File: config.mk
export PLATFORM = sky130hd
export DESIGN_NAME = hazard_ctrl
export DESIGN_NICKNAME = d
export VERILOG_FILES = /design/src/rtl/hazard_pkg.sv /design/src/rtl/sat_counter.sv /design/src/rtl/hazard_ctrl.sv
export SDC_FILE = /design/constraint.sdc
export NUM_CORES = 1
export LEC_CHECK = 0
export ABC_AREA = 1
export CAP_MARGIN = 15
export CORE_MARGIN = 8
export CORE_UTILIZATION = 30
export CTS_BUF_LIST = sky130_fd_sc_hd__clkbuf_4
export DETAILED_ROUTE_END_ITERATION = 16
export PLACE_DENSITY_LB_ADDON = 0.25
export SYNTH_ARGS = -nofsm -noshare
export SYNTH_HDL_FRONTEND = slang
export SYNTH_SLANG_ARGS = --single-unit
File: constraint.sdc
create_clock -name clk_i -period 9.6 [get_ports clk_i]
set_input_delay 1.44 -clock clk_i [delete_from_list [all_inputs] [get_ports clk_i]]
set_output_delay 1.44 -clock clk_i [all_outputs]
set_load 0.02 [all_outputs]
File: src/rtl/hazard_pkg.sv
// ============================================================================
// Module : hazard_pkg
// Shared types for the pipeline sequencing controller: FSM states and the
// bundle of stage enables, flushes and the mul/div start pulse.
// Rev    : 1.0
// ============================================================================
`default_nettype none

package hazard_pkg;

    typedef enum logic [1:0] {
        RUN      = 2'd0,
        MD_WAIT  = 2'd1,
        MEM_WAIT = 2'd2
    } state_e;

    typedef struct packed {
        logic pc_en;
        logic if_id_en;
        logic id_ex_en;
        logic ex_mem_en;
        logic mem_wb_en;
        logic if_id_flush;
        logic id_ex_flush;
        logic ex_mem_flush;
        logic md_go;
    } ctrl_t;

    // Field order: pc, if_id, id_ex, ex_mem, mem_wb | if_id_fl, id_ex_fl, ex_mem_fl | md_go
    localparam ctrl_t C_CTRL_OFF      = ctrl_t'(9'b00000_000_0);
    localparam ctrl_t C_CTRL_RUN      = ctrl_t'(9'b11111_000_0);
    localparam ctrl_t C_CTRL_MD_START = ctrl_t'(9'b00011_001_1);
    localparam ctrl_t C_CTRL_MD_HOLD  = ctrl_t'(9'b00011_001_0);
    localparam ctrl_t C_CTRL_BUBBLE   = ctrl_t'(9'b00111_010_0);
    localparam ctrl_t C_CTRL_BRANCH   = ctrl_t'(9'b11111_110_0);

endpackage

`default_nettype wire

File: src/rtl/sat_counter.sv
// ============================================================================
// Module : sat_counter
// Up-counter that sticks at all-ones; synchronous clear wins over increment.
// Rev    : 1.0
// ============================================================================
`default_nettype none

module sat_counter #(
    parameter int CNT_W = 32
) (
    input  logic             clk_i,
    input  logic             rst_i,
    input  logic             inc_i,
    input  logic             clr_i,
    output logic [CNT_W-1:0] cnt_o
);

    logic [CNT_W-1:0] cnt_q;

    always_ff @(posedge clk_i or posedge rst_i) begin
        if (rst_i) begin
            cnt_q <= '0;
        end else if (clr_i) begin
            cnt_q <= '0;
        end else if (inc_i && (cnt_q != '1)) begin
            cnt_q <= cnt_q + 1'b1;
        end
    end

    assign cnt_o = cnt_q;

endmodule

`default_nettype wire

File: src/rtl/hazard_ctrl.sv
// ============================================================================
// Module : hazard_ctrl
// Stall/flush sequencer for the 5-stage core: load-use, branch, mul/div and
// data-memory waits resolved with fixed priority; stall/flush perf counters.
// Rev    : 1.0
// ============================================================================
`default_nettype none

module hazard_ctrl
    import hazard_pkg::*;
#(
    parameter int CNT_W = 32,
    parameter int REG_W = 5
) (
    input  logic             clk_i,
    input  logic             rst_i,
    input  logic [REG_W-1:0] id_rs1_i,
    input  logic [REG_W-1:0] id_rs2_i,
    input  logic             id_uses_rs1_i,
    input  logic             id_uses_rs2_i,
    input  logic             ex_mem_read_i,
    input  logic [REG_W-1:0] ex_rd_i,
    input  logic             ex_branch_taken_i,
    input  logic             ex_md_i,
    input  logic             md_done_i,
    input  logic             mem_req_i,
    input  logic             mem_ready_i,
    input  logic             cnt_clr_i,
    output logic             pc_en_o,
    output logic             if_id_en_o,
    output logic             id_ex_en_o,
    output logic             ex_mem_en_o,
    output logic             mem_wb_en_o,
    output logic             if_id_flush_o,
    output logic             id_ex_flush_o,
    output logic             ex_mem_flush_o,
    output logic             md_go_o,
    output logic [1:0]       state_o,
    output logic [CNT_W-1:0] stall_cnt_o,
    output logic [CNT_W-1:0] flush_cnt_o
);

    state_e state_q;
    state_e state_d;
    ctrl_t  w_ctrl;
    logic   w_load_use;
    logic   w_branch;

    assign w_load_use = ex_mem_read_i && (ex_rd_i != '0) &&
                        ((id_uses_rs1_i && (id_rs1_i == ex_rd_i)) ||
                         (id_uses_rs2_i && (id_rs2_i == ex_rd_i)));

    always_ff @(posedge clk_i or posedge rst_i) begin
        if (rst_i) begin
            state_q <= RUN;
        end else begin
            state_q <= state_d;
        end
    end

    always_comb begin
        w_ctrl   = C_CTRL_OFF;
        w_branch = 1'b0;
        state_d  = state_q;
        if (state_q == MD_WAIT) begin
            if (md_done_i) begin
                w_ctrl  = C_CTRL_RUN;
                state_d = RUN;
            end else begin
                w_ctrl  = C_CTRL_MD_HOLD;
            end
        end else if ((state_q == MEM_WAIT) && !mem_ready_i) begin
            w_ctrl  = C_CTRL_OFF;
        end else begin
            // RUN rules; also the MEM_WAIT completion cycle, where mem_ready=1
            // makes the memory-wait rule false on its own. Illegal code 3 lands here.
            state_d = RUN;
            if (mem_req_i && !mem_ready_i) begin
                w_ctrl  = C_CTRL_OFF;
                state_d = MEM_WAIT;
            end else if (ex_md_i) begin
                w_ctrl  = C_CTRL_MD_START;
                state_d = MD_WAIT;
            end else if (w_load_use) begin
                w_ctrl  = C_CTRL_BUBBLE;
            end else if (ex_branch_taken_i) begin
                w_ctrl   = C_CTRL_BRANCH;
                w_branch = 1'b1;
            end else begin
                w_ctrl  = C_CTRL_RUN;
            end
        end
        if (rst_i) begin
            w_ctrl   = C_CTRL_OFF;
            w_branch = 1'b0;
        end
    end

    assign pc_en_o        = w_ctrl.pc_en;
    assign if_id_en_o     = w_ctrl.if_id_en;
    assign id_ex_en_o     = w_ctrl.id_ex_en;
    assign ex_mem_en_o    = w_ctrl.ex_mem_en;
    assign mem_wb_en_o    = w_ctrl.mem_wb_en;
    assign if_id_flush_o  = w_ctrl.if_id_flush;
    assign id_ex_flush_o  = w_ctrl.id_ex_flush;
    assign ex_mem_flush_o = w_ctrl.ex_mem_flush;
    assign md_go_o        = w_ctrl.md_go;
    assign state_o        = state_q;

    sat_counter #(.CNT_W(CNT_W)) u_stall_cnt (
        .clk_i (clk_i),
        .rst_i (rst_i),
        .inc_i (!w_ctrl.pc_en),
        .clr_i (cnt_clr_i),
        .cnt_o (stall_cnt_o)
    );

    sat_counter #(.CNT_W(CNT_W)) u_flush_cnt (
        .clk_i (clk_i),
        .rst_i (rst_i),
        .inc_i (w_branch),
        .clr_i (cnt_clr_i),
        .cnt_o (flush_cnt_o)
    );

endmodule

`default_nettype wire

### Word level (Yosys, flattened, before mapping)

Index checks and enable logic that the tools add are counted.

| operators by class | value |
|---|---|
| add/sub/neg operators | 2 |
| multipliers | 0 |
| divide/modulo/power cells | 0 |
| order comparisons | 0 |
| eq/ne operators | 8 |
| shift-type cells | 0 |
| muxes and demuxes | 24 |
| bitwise logic cells | 0 |
| reductions and logical operators | 15 |

Operators with widths:

| cell | count |
|---|---|
| $mux W32 | 4 |
| $add A32 B1 Y32 const B | 2 |
| $ne A32 B32 Y1 const B | 2 |
| $mux W9 | 7 |
| $eq A5 B5 Y1 | 2 |
| $logic_and A1 B1 Y1 | 8 |
| $mux W1 | 8 |
| $mux W2 | 4 |
| $reduce_bool A5 Y1 | 1 |
| $mux W4 | 1 |
| $ne A2 B2 Y1 const B | 2 |
| $reduce_bool A2 Y1 | 2 |
| $eq A2 B1 Y1 const B | 1 |
| $eq A2 B2 Y1 const B | 1 |
| $logic_not A1 Y1 | 2 |
| $reduce_and A2 Y1 | 1 |
| $logic_or A1 B1 Y1 | 1 |

| word-level totals | value |
|---|---|
| bits in registers | 66 |
| bits in latches | 0 |
| bits in writable memories | 0 |
| bits in read-only memories | 0 |
| input bits | 26 |
| output and inout bits | 75 |
| word-level logic and storage cells | 52 |
| memories | 0 |

### Depth between registers and ports, before layout

| depth | value |
|---|---|
| depth after elaboration | 14 |
| gate-level depth with buffers | 13 |
| mapped depth without buffers | 13 |

### By module

Synthesis repeated with hierarchy kept, for this count alone.

| second synthesis, totals | value |
|---|---|
| cells, all modules | 810 |
| area total of the unflattened synthesis | 4969.8 µm² |

By module, submodules not included:

| module | instances | cells each | area an instance (µm²) | seq. area each (µm²) |
|---|---|---|---|---|
| sat_counter | 2 | 360 | 2274.7 | 800.8 |
| hazard_ctrl | 1 | 90 | 420.4 | 50.0 |

### Least setup slack after synthesis

OpenSTA, ideal clock, no wires.

| timing path | value |
|---|---|
| path type | in2out |
| start | input port rst_i |
| end | output port pc_en_o |
| arrival time | 3.976 ns |
| required time | 8.160 ns |
| slack | 4.184 ns |
| stages on the path | 7 |
| buffers on the path | 2 |
| cell sequence | inv_1 nand3_1 nand2_1 nand2_1 buf_2 inv_1 buf_4 |

| between the ends | value |
|---|---|
| word-level cells in the longest chain between the ends | 1 |

RTL lines:

| what | line | text |
|---|---|---|
| from (decl) | hazard_ctrl.sv:16 | `input logic rst_i,` |
| $mux W9 | hazard_ctrl.sv:93 | `if (rst_i) begin` |
| to (decl) | hazard_ctrl.sv:29 | `output logic pc_en_o,` |

No other way between the ends.

### Final worst setup path

| timing path | value |
|---|---|
| start | input port ex_rd_i[4] |
| end | output port pc_en_o |

| between the ends | value |
|---|---|
| word-level cells in the longest chain between the ends | 10 |
| elaborated cells between the ends (all ways) | 14 |
| those cells by class | eq/ne: 2; mux: 6; reduce/logical: 6 |

RTL lines:

| what | line | text |
|---|---|---|
| from (decl) | hazard_ctrl.sv:22 | `input logic [REG_W-1:0] ex_rd_i,` |
| $eq A5 B5 Y1 (on tied branches) | hazard_ctrl.sv:50, hazard_ctrl.sv:51 |  |
| $logic_and A1 B1 Y1 (on tied branches) | hazard_ctrl.sv:50, hazard_ctrl.sv:51 |  |
| $logic_or A1 B1 Y1 | hazard_ctrl.sv:50 | `((id_uses_rs1_i && (id_rs1_i == ex_rd_i)) \|\|` |
| $logic_and A1 B1 Y1 (*) | hazard_ctrl.sv:49 | `assign w_load_use = ex_mem_read_i && (ex_rd_i != '0) &&` |
| $mux W9 (*) | hazard_ctrl.sv:84 | `end else if (w_load_use) begin` |
| $mux W9 (*) | hazard_ctrl.sv:81 | `end else if (ex_md_i) begin` |
| $mux W9 (*) | hazard_ctrl.sv:78 | `if (mem_req_i && !mem_ready_i) begin` |
| $mux W9 (*) | hazard_ctrl.sv:72 | `end else if ((state_q == MEM_WAIT) && !mem_ready_i) begin` |
| $mux W9 (*) | hazard_ctrl.sv:65 | `if (state_q == MD_WAIT) begin` |
| $mux W9 (*) | hazard_ctrl.sv:93 |  |

Mark *: on every way between the ends. The rest lies on a longest branch, timed or not.

==> impl_metrics.py <==
metrics = {
    "yosys": {
        "syn-num-nets": 853,
        "synth_top_area_cell": "dfrtp_1",
        "synth.distinct_cells": 27,
        "ys_seq_area_share_pct": 32.9,
        "syn-mean-instance-area_um2": 6.09,
        "synth_area_leaders": "dfrtp_1 33%, nand2_1 22%, nor2_1 10%",
        "netlist_area_mm2": 0.00502,
        "yosys_warnings": 0,
        "ys_ff_latch": 66,
        "syn_inst": 825,
        "netlist.area_leader.share_pct": 32.9,
    },
    "clocking": {
        "cts_resized": 0,
        "clockRootBuffer": "clkbuf_4",
        "clkSlewWorstSetupHoldPaths_ns": 0.10,
        "cts_tree": "done",
        "clock_path_buffers": 2,
        "cts_num_sinks": 66,
        "cts_inserted_buffers": 9,
        "htreeDepth": 3,
        "clock_latency_ns": 0.46,
        "post_cts_buffers": 0,
        "ctsHoldBuffers": 0,
    },
    "route": {
        "drc": 0,
        "wl_per_cell_um": 13.7,
        "vias": 5262,
        "wl_mm": 15.6,
        "drtIter0Drc": 337,
        "ant_nets": 0,
        "drt_first_pass_iters": 5,
        "detail_route.vias_per_cell": 4.62,
    },
    "floorplanning": {
        "pin_count": 101,
        "die_y_um": 145,
        "dieArea_mm2": 0.0211,
        "start_util_pct": 30.5,
        "rows": 47,
        "die_w_um": 145,
        "core_mm2": 0.0165,
    },
    "pwr": {
        "p_int_uw": 379,
        "swShare_pct": 32.1,
        "ir_worst_vdd_mv": 0.0378,
        "power_leakage_nw": 2.85,
        "p_comb_share_pct": 18.0,
        "p_sw_uw": 179,
        "p_clk_share_pct": 30.1,
        "p_seq_share_pct": 51.9,
        "power.density_mw_per_mm2": 88.7,
    },
    "sta": {
        "worstMarginPinSlew_ns": 0.886,
        "fin_worst_skew_ns": 0.0181,
        "slew_headroom_pct": 40.7,
        "drv_slew": 0,
        "post-route-period-util_pct": 52.7,
        "setup_violations": 0,
        "grt_setup_unrepaired": "false",
        "period_minus_slack_ns": 5.06,
        "hold_viol_final": 0,
        "finalSetupTns_ns": 0,
        "max_freq_ghz": 0.198,
        "setup_slack_ns": 4.54,
    },
    "grt": {
        "gr-total-overflow": 0,
        "grt_pass1_wl_mm": 25.5,
        "grt_max_degree": 81,
        "track_usage_pct": 14.7,
        "grt_pass1_vias": 4874,
        "antenna_found_initial": 1,
    },
    "outcome": {
        "outcome": "complete, no violations",
    },
    "run": {
        "max_cap_viol_count": 0,
    },
    "layout": {
        "fill_cells": 1846,
        "finalNonFillerCells": 1139,
        "nets": 940,
        "post_route_cells_drive_above_1_share_pct": 3.60,
        "area_growth_syn_to_layout_pct": 25.3,
    },
    "placement": {
        "dp_slack_ns": 4.55,
        "place_congestion": 0.919,
        "dpl.cell_count": 1121,
        "portBuffers": 100,
        "dp.final_hpwl_mm": 11.6,
    },
    "setup_path": {
        "cp-start-kind": "primary input",
        "worstPathMaxFanout": 34,
        "cp.required_ns": 8.16,
        "crit_path_end_kind": "primary output",
        "arrival_ns": 3.62,
        "critPathKind": "primary input to primary output",
    },
    "hold_path": {
        "min-delay-path-class": "register to register",
    },
}
==> cells in the mapped netlist (all sizes together) <==
cell type / number
a21boi: 1
a21oi: 2
and2: 1
buf: 21
clkbuf: 7
dfrtp: 66
ha: 2
inv: 103
nand2: 297
nand3: 81
nand4: 36
nor2: 139
nor3: 18
o21ai: 20
xnor2: 16
xor2: 15
==> kinds of logic (layout without fill, tap and decap cells) <==
kind of cell / count (synthesis) / after routing / share of synthesized area (%)
AO/OA/AOI/OAI: 23 / 23 / 2.34
other: 0 / 2 / 0
flip-flops: 66 / 66 / 32.9
buffers and inverters: 131 / 223 / 10.7
XOR/XNOR: 31 / 31 / 5.41
adder cells (fa/ha/maj): 2 / 2 / 0.498
AND/OR/NAND/NOR: 572 / 572 / 48.2
==> cell usage in the layout (no fill, tap or decap), types with 3 or more instances in the layout <==
cell type and instances:
xnor2_1 16, o21ai_0 8, nor3_1 18, nand2_2 4
nand2_1 292, clkbuf_4 12, inv_2 4, nand3_1 80
nand4_1 35, nor2_1 136, xor2_1 15, dfrtp_1 66
o21ai_1 12, buf_4 4, inv_1 99, clkinv_2 3
clkdlybuf4s50_1 100
==> registers in the layout, indices dropped and copies added (netlist names) <==
| signal | cells |
|---|---|
| u_flush_cnt.cnt_o | 32 |
| u_stall_cnt.cnt_o | 32 |
| state_o | 2 |
==> worst max-delay path, stage by stage <==
cell	delay [ns]
clkdlybuf4s50_1	0.53
inv_1	0.07
nand2_1	0.06
nand2_1	0.05
nor2_1	0.13
nand3_1	0.08
nand2_1	0.10
nand3_1	0.08
nand2_1	0.06
buf_4	0.34
inv_1	0.10
clkdlybuf4s50_1	0.56
==> final timing paths <==
path	from	to	slack [ns]	depth (start not counted)
max	ex_rd_i[4]	pc_en_o	4.54	12
min	u_stall_cnt.cnt_o[1]	u_stall_cnt.cnt_o[1]	0.59	2
max reg2reg	u_flush_cnt.cnt_o[0]	u_flush_cnt.cnt_o[16]	6.78	11
min reg2reg	u_stall_cnt.cnt_o[1]	u_stall_cnt.cnt_o[1]	0.59	2
max in group asynchronous	rst_i	u_stall_cnt.cnt_o[5]	7.31	3
min in group asynchronous	rst_i	u_stall_cnt.cnt_o[24]	1.72	3
==> layer usage <==
layer | track usage (%) | up-vias | part of all wire (%)
met5 | 0 | - | 0
met4 | 5.10 | 0 | 2.0
met3 | 3.11 | 24 | 4.4
met2 | 24.2 | 105 | 48
met1 | 18.8 | 2387 | 46
li1 | - | 2746 | -
==> layout make-up <==
class | instances | area, um2 | share of cell area (%)
clock buffers | 12 | 90.1 | 1.43
repair buffers | 104 | 1030 | 16.4
diodes | 2 | 5.00 | 0.0796
multi-input cells | 628 | 2830 | 45.0
inverters | 103 | 387 | 6.15
flip-flops and latches | 66 | 1650 | 26.3
clock inverters | 4 | 18.8 | 0.298
well taps | 220 | 275 | 4.38
==> per-stage QoR <==
stage	hold slack (ns)	power [mW]	utilization, %	cell area (um2)
after floorplan	0.642	0.356	-	5020
after global placement	0.563	0.396	37.5	6180
after detailed placement	0.572	0.397	37.5	6180
after CTS	0.595	0.569	38.2	6290
after global routing	0.641	0.588	38.2	6290
final	0.589	0.558	38.2	6290
==> power groups by stage <==
stage                     logic (mW)  clock network, mW  registers [mW]
after global routing           0.111              0.186           0.291
final                          0.100              0.168           0.290
after global placement         0.101                  0           0.295
after detailed placement       0.102                  0           0.296
after CTS                      0.102              0.177           0.290
after floorplan               0.0555                  0           0.300
(Power assumes the default switching activity.)
